$ cat config.mk
export PLATFORM = sky130hd
export DESIGN_NAME = ifmap_row_loader_flat
export DESIGN_NICKNAME = d
export VERILOG_FILES = /design/src/rtl/ifmap_row_loader_if.sv /design/src/rtl/ifmap_row_loader.sv /design/src/flat_wrapper.sv
export SDC_FILE = /design/constraint.sdc
export NUM_CORES = 1
export LEC_CHECK = 0
export CAP_MARGIN = 30
export CORE_MARGIN = 4
export CORE_UTILIZATION = 40
export DETAILED_ROUTE_END_ITERATION = 10
export GPL_TIMING_DRIVEN = 0
export PLACE_DENSITY = 0.82
export SLEW_MARGIN = 5
export SYNTH_ARGS = -nofsm -noshare
export SYNTH_HDL_FRONTEND = slang
export SYNTH_SLANG_ARGS = --single-unit
$ cat constraint.sdc
create_clock -name clk -period 2.2 [get_ports clk]
set_input_delay 0.55 -clock clk [delete_from_list [all_inputs] [get_ports clk]]
set_output_delay 0.55 -clock clk [all_outputs]
set_load 0.02 [all_outputs]
$ cat src/rtl/ifmap_row_loader_if.sv
// Valid/ready IF-map word stream into the row loader; in_last marks the final word of a row.
interface ifmap_row_loader_if #(
  parameter int DATA_WIDTH = 16
);
  logic [DATA_WIDTH-1:0] in_data;
  logic                  in_valid;
  logic                  in_last;
  logic                  in_ready;

  modport master (output in_data, in_valid, in_last, input in_ready);
  modport slave  (input in_data, in_valid, in_last, output in_ready);
endinterface

$ cat src/rtl/ifmap_row_loader.sv
// Writes IF-map rows into the circular scratchpad and emits start/end table loads per row.
// Optional feature: define IFMAP_LOADER_OVF_CHECK_EN to flag and discard rows larger than the scratchpad.
module ifmap_row_loader #(
  parameter int IF_MAP_HEIGHT = 8,
  parameter int MAX_ROW       = 2,
  parameter int DATA_WIDTH    = 16,
  parameter int ADD_WIDTH     = (IF_MAP_HEIGHT > 1) ? $clog2(IF_MAP_HEIGHT) : 1,
  parameter int ROW_PTR_WIDTH = (MAX_ROW > 1) ? $clog2(MAX_ROW) : 1
) (
  input  logic                     clk,
  input  logic                     rst,
  input  logic                     en,
  ifmap_row_loader_if.slave        in_if,
  output logic                     spad_wen,
  output logic [ADD_WIDTH-1:0]     spad_waddr,
  output logic [DATA_WIDTH-1:0]    spad_wdata,
  output logic                     ld_start,
  output logic                     ld_end,
  output logic [ADD_WIDTH-1:0]     start_out,
  output logic [ADD_WIDTH-1:0]     end_out,
  output logic [ROW_PTR_WIDTH-1:0] row_slot,
  input  logic                     row_release,
  output logic [ROW_PTR_WIDTH:0]   rows_valid,
  output logic                     full,
  output logic                     busy,
  output logic                     err
);
  localparam int LEN_W = ADD_WIDTH + 1;
  localparam int RV_W  = ROW_PTR_WIDTH + 1;
  localparam logic [LEN_W-1:0]         DEPTH     = LEN_W'(IF_MAP_HEIGHT);
  localparam logic [ADD_WIDTH-1:0]     LAST_ADDR = ADD_WIDTH'(IF_MAP_HEIGHT - 1);
  localparam logic [ROW_PTR_WIDTH-1:0] LAST_SLOT = ROW_PTR_WIDTH'(MAX_ROW - 1);
  localparam logic [RV_W-1:0]          ROWS_MAX  = RV_W'(MAX_ROW);

  typedef enum logic [1:0] {IDLE, LOAD, COMMIT, DROP} state_t;

  state_t                   state;
  logic [ADD_WIDTH-1:0]     wptr;
  logic [ADD_WIDTH-1:0]     row_start;
  logic [ROW_PTR_WIDTH-1:0] rd_slot;
  logic [LEN_W-1:0]         words_used;
  logic [LEN_W-1:0]         cur_len;
  logic [LEN_W-1:0]         len_tab [MAX_ROW];

  logic             accept;
  logic             wr;
  logic             commit;
  logic             rel;
  logic             ovf;
  logic             drop_done;
  logic [LEN_W-1:0] rel_len;
  logic [LEN_W-1:0] drop_len;
  logic [LEN_W-1:0] words_used_nxt;

  function automatic logic [ADD_WIDTH-1:0] next_addr(input logic [ADD_WIDTH-1:0] a);
    return (a == LAST_ADDR) ? '0 : a + 1'b1;
  endfunction

  function automatic logic [ROW_PTR_WIDTH-1:0] next_slot(input logic [ROW_PTR_WIDTH-1:0] s);
    return (s == LAST_SLOT) ? '0 : s + 1'b1;
  endfunction

  // NOTE: every path must assign in_ready, so it is defaulted first; a missing default infers a latch.
  always_comb begin
    in_if.in_ready = 1'b0;
    case (state)
      LOAD:    in_if.in_ready = (words_used < DEPTH);
      DROP:    in_if.in_ready = 1'b1;
      default: in_if.in_ready = 1'b0;
    endcase
  end

  assign accept  = in_if.in_valid && in_if.in_ready;
  assign wr      = accept && (state == LOAD);
  assign commit  = (state == COMMIT);
  // The row being loaded is not counted in rows_valid, so it can never be released early.
  assign rel     = row_release && (rows_valid != '0);
  assign rel_len = rel ? len_tab[rd_slot] : '0;

`ifdef IFMAP_LOADER_OVF_CHECK_EN
  assign ovf       = (state == LOAD) && (rows_valid == '0) && (cur_len == DEPTH);
  assign drop_done = accept && in_if.in_last && (state == DROP);
`else
  assign ovf       = 1'b0;
  assign drop_done = 1'b0;
`endif

  // A dropped row gives back every word it had written before the overflow.
  assign drop_len       = drop_done ? cur_len : '0;
  assign words_used_nxt = words_used + LEN_W'(wr) - rel_len - drop_len;

  assign spad_wen   = wr;
  assign spad_waddr = wptr;
  assign spad_wdata = in_if.in_data;
  assign ld_start   = (state == IDLE) && en && !full;
  assign ld_end     = commit;
  assign start_out  = wptr;
  assign end_out    = wptr;
  assign full       = (rows_valid == ROWS_MAX);
  assign busy       = (state != IDLE);

`ifdef IFMAP_LOADER_OVF_CHECK_EN
  logic err_q;
  assign err = err_q;
`else
  assign err = 1'b0;
`endif

  // NOTE: state is updated only with <= so every register samples pre-edge values.
  always_ff @(posedge clk or negedge rst) begin
    if (!rst) begin
      state      <= IDLE;
      wptr       <= '0;
      row_start  <= '0;
      row_slot   <= '0;
      rd_slot    <= '0;
      rows_valid <= '0;
      words_used <= '0;
      cur_len    <= '0;
`ifdef IFMAP_LOADER_OVF_CHECK_EN
      err_q      <= 1'b0;
`endif
      // NOTE: the length table is tiny and feeds words_used arithmetic, so it is reset explicitly.
      for (int i = 0; i < MAX_ROW; i++) len_tab[i] <= '0;
    end else begin
      words_used <= words_used_nxt;
      if (rel) rd_slot <= next_slot(rd_slot);
      if (commit && !rel)      rows_valid <= rows_valid + 1'b1;
      else if (rel && !commit) rows_valid <= rows_valid - 1'b1;
      if (wr) wptr <= next_addr(wptr);

      case (state)
        IDLE: begin
          if (ld_start) begin
            state     <= LOAD;
            row_start <= wptr;
          end
        end
        LOAD: begin
          if (ovf) begin
            state <= DROP;
`ifdef IFMAP_LOADER_OVF_CHECK_EN
            err_q <= 1'b1;
`endif
          end else if (wr) begin
            cur_len <= cur_len + 1'b1;
            if (in_if.in_last) state <= COMMIT;
          end
        end
        COMMIT: begin
          len_tab[row_slot] <= cur_len;
          cur_len           <= '0;
          row_slot          <= next_slot(row_slot);
          state             <= IDLE;
        end
        DROP: begin
          if (drop_done) begin
            wptr    <= row_start;
            cur_len <= '0;
            state   <= IDLE;
          end
        end
        default: state <= IDLE;
      endcase
    end
  end
endmodule

$ cat src/flat_wrapper.sv
// flat-port wrapper written by rule: the top's interface ports become plain ports
module ifmap_row_loader_flat 
#(
  parameter int IF_MAP_HEIGHT = 8,
  parameter int MAX_ROW       = 2,
  parameter int DATA_WIDTH    = 16,
  parameter int ADD_WIDTH     = (IF_MAP_HEIGHT > 1) ? $clog2(IF_MAP_HEIGHT) : 1,
  parameter int ROW_PTR_WIDTH = (MAX_ROW > 1) ? $clog2(MAX_ROW) : 1
)
  (clk, rst, en, spad_wen, spad_waddr, spad_wdata, ld_start, ld_end, start_out, end_out, row_slot, row_release, rows_valid, full, busy, err, in_if_in_data, in_if_in_valid, in_if_in_last, in_if_in_ready);
  ifmap_row_loader_if #(.DATA_WIDTH(DATA_WIDTH)) in_if_i ();
  input  logic clk;
  input  logic rst;
  input  logic en;
  output logic spad_wen;
  output logic [ADD_WIDTH-1:0] spad_waddr;
  output logic [DATA_WIDTH-1:0] spad_wdata;
  output logic ld_start;
  output logic ld_end;
  output logic [ADD_WIDTH-1:0] start_out;
  output logic [ADD_WIDTH-1:0] end_out;
  output logic [ROW_PTR_WIDTH-1:0] row_slot;
  input  logic row_release;
  output logic [ROW_PTR_WIDTH:0] rows_valid;
  output logic full;
  output logic busy;
  output logic err;
  input wire logic [$bits(in_if_i.in_data)-1:0] in_if_in_data;
  input wire logic [$bits(in_if_i.in_valid)-1:0] in_if_in_valid;
  input wire logic [$bits(in_if_i.in_last)-1:0] in_if_in_last;
  output wire logic [$bits(in_if_i.in_ready)-1:0] in_if_in_ready;
  assign in_if_i.in_data = in_if_in_data;
  assign in_if_i.in_valid = in_if_in_valid;
  assign in_if_i.in_last = in_if_in_last;
  assign in_if_in_ready = in_if_i.in_ready;
  ifmap_row_loader #(.IF_MAP_HEIGHT(IF_MAP_HEIGHT), .MAX_ROW(MAX_ROW), .DATA_WIDTH(DATA_WIDTH), .ADD_WIDTH(ADD_WIDTH), .ROW_PTR_WIDTH(ROW_PTR_WIDTH)) u_core (.clk(clk), .rst(rst), .en(en), .in_if(in_if_i), .spad_wen(spad_wen), .spad_waddr(spad_waddr), .spad_wdata(spad_wdata), .ld_start(ld_start), .ld_end(ld_end), .start_out(start_out), .end_out(end_out), .row_slot(row_slot), .row_release(row_release), .rows_valid(rows_valid), .full(full), .busy(busy), .err(err));
endmodule
# == Word-level counts from Yosys, hierarchy flattened ==
# Cells that the tools add are included.
# word_totals
ff_bits,25
# op_classes
order_cmp,4
add_sub_neg,8
reduce_logical,18
mux,19
bitwise_logic,3
n_eq_ne,8
# ops
op,n
$mux 4,6
$mux 2,5
$bwmux 8,1
$logic_and 1x1->1,8
$pmux 4 s2,1
$reduce_bool 2->1,4
$eq 2x2->1 const B,3
$pmux 2 s3,1
$add 4x1->4,1
$add 4x1->4 const B,1
$demux 4 s1,1
$ge 2x2->1 const B,2
$lt 4x4->1 const B,1
$ne 2x2->1 const B,2
$not 1->2,2
$reduce_and 4->1,1
$sub 4x4->4,1
$add 3x1->3 const B,1
$eq 3x3->1 const B,1
$logic_not 1->1,3
$mux 3,1
$add 1x1->1 const B,2
$add 2x1->2 const B,1
$eq 2x1->1 const B,1
other kinds (8),9

# == Longest topological paths before layout ==
# depth
word_depth,6
ltp_mapped,10
depth_no_buf,9

# == Least setup slack after synthesis ==
# Ideal clock, no wire load.
# synth_timing
kind,register -> register
from,reg u_core.rows_valid[0]
to,reg u_core.words_used[3]
t_arrival_ns,2.032
required_time_ns,2.120
path_stages_with_launch,8
n_path_buf,0
path_slack_ns,0.089
setup_time_ns,0.080
cell_sequence,dfrtp_1 o21ai_1 or2_2 ha_1 ha_1 a21o_1 a21oi_1 xnor2_1
# synth_via
elab_chain_len,4
# synth_rtl
item,line_no,text
start: declaration,ifmap_row_loader.sv:23,"output logic [ROW_PTR_WIDTH:0] rows_valid,"
start signal: assignment,ifmap_row_loader.sv:128,if (commit && !rel) rows_valid <= rows_valid + 1'b1;
start signal: assignment,ifmap_row_loader.sv:129,else if (rel && !commit) rows_valid <= rows_valid - 1'b1;
$reduce_bool 2->1,ifmap_row_loader.sv:77,assign rel = row_release && (rows_valid != '0);
$logic_and 1x1->1,ifmap_row_loader.sv:77,
$mux 4,ifmap_row_loader.sv:78,assign rel_len = rel ? len_tab[rd_slot] : '0;
$sub 4x4->4,ifmap_row_loader.sv:90,assign words_used_nxt = words_used + LEN_W'(wr) - rel_len - drop_len;
net u_core.words_used_nxt[3],ifmap_row_loader.sv:53,logic [LEN_W-1:0] words_used_nxt;
end signal: assignment,ifmap_row_loader.sv:126,words_used <= words_used_nxt;
end: declaration,ifmap_row_loader.sv:41,logic [LEN_W-1:0] words_used;
# The timed path passes the listed nets, and every way through them passes these cells.
# A chain may end at the register's enable or synchronous reset.

# == Worst setup path in the final report ==
# layout_timing
from,reg u_core.state[0]
to,out ld_start
# layout_via
elab_chain_len,3
# layout_rtl
item,line_no,text
start: declaration,ifmap_row_loader.sv:37,state_t state;
start signal: assignment,ifmap_row_loader.sv:112,state <= IDLE;
start signal: assignment,ifmap_row_loader.sv:135,state <= LOAD;
start signal: assignment,ifmap_row_loader.sv:141,state <= DROP;
$logic_not 2->1,ifmap_row_loader.sv:95,assign ld_start = (state == IDLE) && en && !full;
$logic_and 1x1->1 (2 in a row),ifmap_row_loader.sv:95,
end: declaration,flat_wrapper.sv:18,output logic ld_start;
# Every way passes these cells.

==> flow_summary.yaml <==
routing:
  drt.antenna.violating_nets: 0
  routed_via_density: 4.59
  routed_wl_um: 3040
  drt_first_pass_iters: 4
  first_iter_violations: 14
  drc: 0
  drt-wirelength-per-cell_um: 12.1
  routed-via-count: 1157
floorplanning:
  die_x_um: 70.4
  initial_core_util_pct: 41.9
  area_of_the_die_um2: 4960
  design.portCount: 57
  coreArea_um2: 3720
  die_height_um: 70.4
  row_count: 22
placed_design:
  place_hpwl_um: 2260
  io_buffers: 39
  gp_routability_congestion: 0.757
  placement.setup.worst_slack_ns: -0.499
yosys:
  ys_warns: 0
  post_synth_most_frequent_cells: "dfrtp_1 (25), buf_4 (23), nand2_1 (19)"
  yosysSeqAreaShare_pct: 40.2
  synth_compound_gate_area_share_pct: 5.22
  area_share_of_xor_xnor_cells_in_the_synthesized_design_pct: 5.62
  yosysTopAreaCellShare_pct: 40.2
  synth_cell_types: 32
  yosys_most_used_dff: "dfrtp_1"
  post-synth-top-count-cell: "dfrtp_1"
  post_synth_mux_area_share_pct: 7.47
  post_synth_and_or_nand_nor_area_fraction_pct: 12.4
  synth_async_sr_flop_share_pct: 100
  post_synth_inst_count: 152
  post_synth_main_area_contributors: "dfrtp_1 (40%), ha_1 (12%), buf_4 (11%), nand2_1 (4.6%), mux2i_1 (3.9%)"
  ys_seq_elements: 25
  yosys.area.top_type: "dfrtp_1"
  avgSynthCellArea_um2: 10.2
  synth_adder_area_share_pct: 13.3
  synth-edff-count: 0
  dominant_combinational_cell_family_by_area_after_synthesis: "buffers and inverters"
  synth_fp_nets: 190
  post_synth_instance_area_um2: 1560
power:
  totalPowerFinal_mw: 3.21
  powerDensity_nw_per_um2: 1470
  irDropWorstVdd_mv: 0.775
  power.static_leakage_nw: 1.08
clocking:
  ctsHtreeMaxLevel: 1
  ctsRootBufferMaster: "clkbuf_8"
  clock_latency_ns: 0.27
  clk_path_buf_depth: 2
  clock_tree_from_tritoncts: "yes"
  path_clk_slew_ns: 0.09
  numClockSinks: 25
  cts_inserted_buffers: 3
  cts-hold-fix-buffers: 0
sta:
  timing_max_transition_violations_final: 0
  timing.setup.tns_ns: 0
  timing_hold_violations_final: 0
  layout_worst_path_cycle_share_pct: 97.4
  layout_setup_ws_ns: 0.0566
  rsz0062_at_grt: "false"
  layout_min_cycle_time_ns: 2.14
  maxClockFrequency_mhz: 467
  timing.final.setup_violations: 0
  skew_ns: 0.00614
final_layout:
  fin_util_pct: 58.8
  area_delta_synth_final_pct: 40.2
  multi_input_comb_area_um2: 736
  seq_area_um2: 627
  drive_gt1_share_pct: 29.4
  layout.nets: 243
  n_fill_cell: 326
  antenna_cells: 0
run_status:
  status: "finished, final reports clean"
flow_run:
  max_cap_viol_count: 0
grt:
  grt_first_pass_wirelength_um: 5080
  gr-usage-all-layers_pct: 12.9
  number_of_antenna_violations_at_the_first_check_in_global_routing: 0
  grt_ovf: 0
  grt_start_max_net_pins: 20
  first_global_vias: 1079
worst_setup_path:
  arrival_ns: 1.59
  timing_worst_setup_path_type: "reg -> out"
  worst_setup_path_end_kind: "primary output"
  start_kind: "flop"
  worst_ep_required_time_ns: 1.65
  critical_path.max_fanout: 4
worst_hold_path:
  holdCritPathClass: "reg -> reg"
==> cell type report <==
class	count	share of cell area [%]
multi-input combinational	90	33.7
sequential	25	28.7
timing repair buffer	48	21.5
buffer	26	9.17
tap	48	2.75
clock buffer	3	1.89
inverter	11	1.89
clock inverter	1	0.344
==> placed cells by master, fill, tap and decap left out, types with 3 or more instances in the layout <==
cell type and instances:
nor2_1 4, dfrtp_1 24, nand2_1 19, nand2b_1 3, xor2_1 4, ha_2 3
mux2_2 5, dlygate4sd2_1 4, clkdlybuf4s50_1 32, nand3_1 3, buf_4 31, inv_1 9
clkbuf_8 3, mux2i_1 6, ha_1 11, xnor2_1 6
==> flip-flops by register name (all words and copies together) (netlist names) <==
signal	count
u_core.state	2
u_core.rows_valid	2
u_core.cur_len	4
u_core.rd_slot	1
u_core.len_tab	8
u_core.end_out	3
u_core.row_slot	1
u_core.words_used	4
==> power by group <==
| group | switching (mW) | leakage, nW | internal [mW] |
|---|---|---|---|
| logic | 0.924 | 0.755 | 1.05 |
| registers | 0.236 | 0.299 | 0.713 |
| clock network | 0.154 | 0.0217 | 0.129 |
| total | 1.31 | 1.08 | 1.89 |
==> per-stage QoR <==
step                      instances  cell area (µm²)  hold slack [ns]
after global routing            252             2180            0.503
after detailed placement        240             2040            0.465
after global placement          239             2010            0.457
after CTS                       247             2120            0.488
final                           252             2180            0.487
after floorplan                 152             1560            0.254
==> metal layers <==
layer  part of all wire (%)  GRT usage, %  vias up  wire length, µm
met3                    5.2          2.73        4              157
li1                       -             -      580                -
met4                    1.7          5.96        0               52
met1                     45          17.8      541             1380
met5                      0             0        -                0
met2                     48          19.0       32             1450
==> final timing paths <==
check	startpoint	endpoint	slack [ns]	cells past startpoint
max in group asynchronous	rst	u_core.len_tab[3]$_DFFE_PN0P_	1.20	2
setup reg to reg	u_core.state[0]$_DFFE_PN0P_	u_core.words_used[1]$_DFF_PN0_	0.06	10
min in group asynchronous	rst	u_core.rows_valid[1]$_DFFE_PN0P_	0.57	1
setup / recovery	u_core.state[0]$_DFFE_PN0P_	ld_start	0.06	5
hold reg to reg	u_core.len_tab[4]$_DFFE_PN0P_	u_core.len_tab[4]$_DFFE_PN0P_	0.49	2
hold / removal	u_core.len_tab[4]$_DFFE_PN0P_	u_core.len_tab[4]$_DFFE_PN0P_	0.49	2
==> critical path: stages, from the launching register on <==
cell and delay [ns]:
dfrtp_1 0.44, buf_4 0.16, inv_1 0.10, ha_1 0.18, and3_1 0.15, clkdlybuf4s15_1 0.30
==> repair_timing <==
action	4_1_cts	5_1_grt
resized for setup	10	12
buffers inserted	3	5
pin swaps	0	1
endpoints found under the setup margin	8	6
==> cells by family (layout without fill, tap and decap cells) <==
kind of cell	Yosys count	count (layout)
compound gates	12	12
xor+xnor	10	10
fa+ha+maj	16	16
buf+inv	37	89
flops	25	25
mux	11	11
other cells	1	1
simple gates	40	40
No activity file was read; power rests on OpenSTA's default activity.
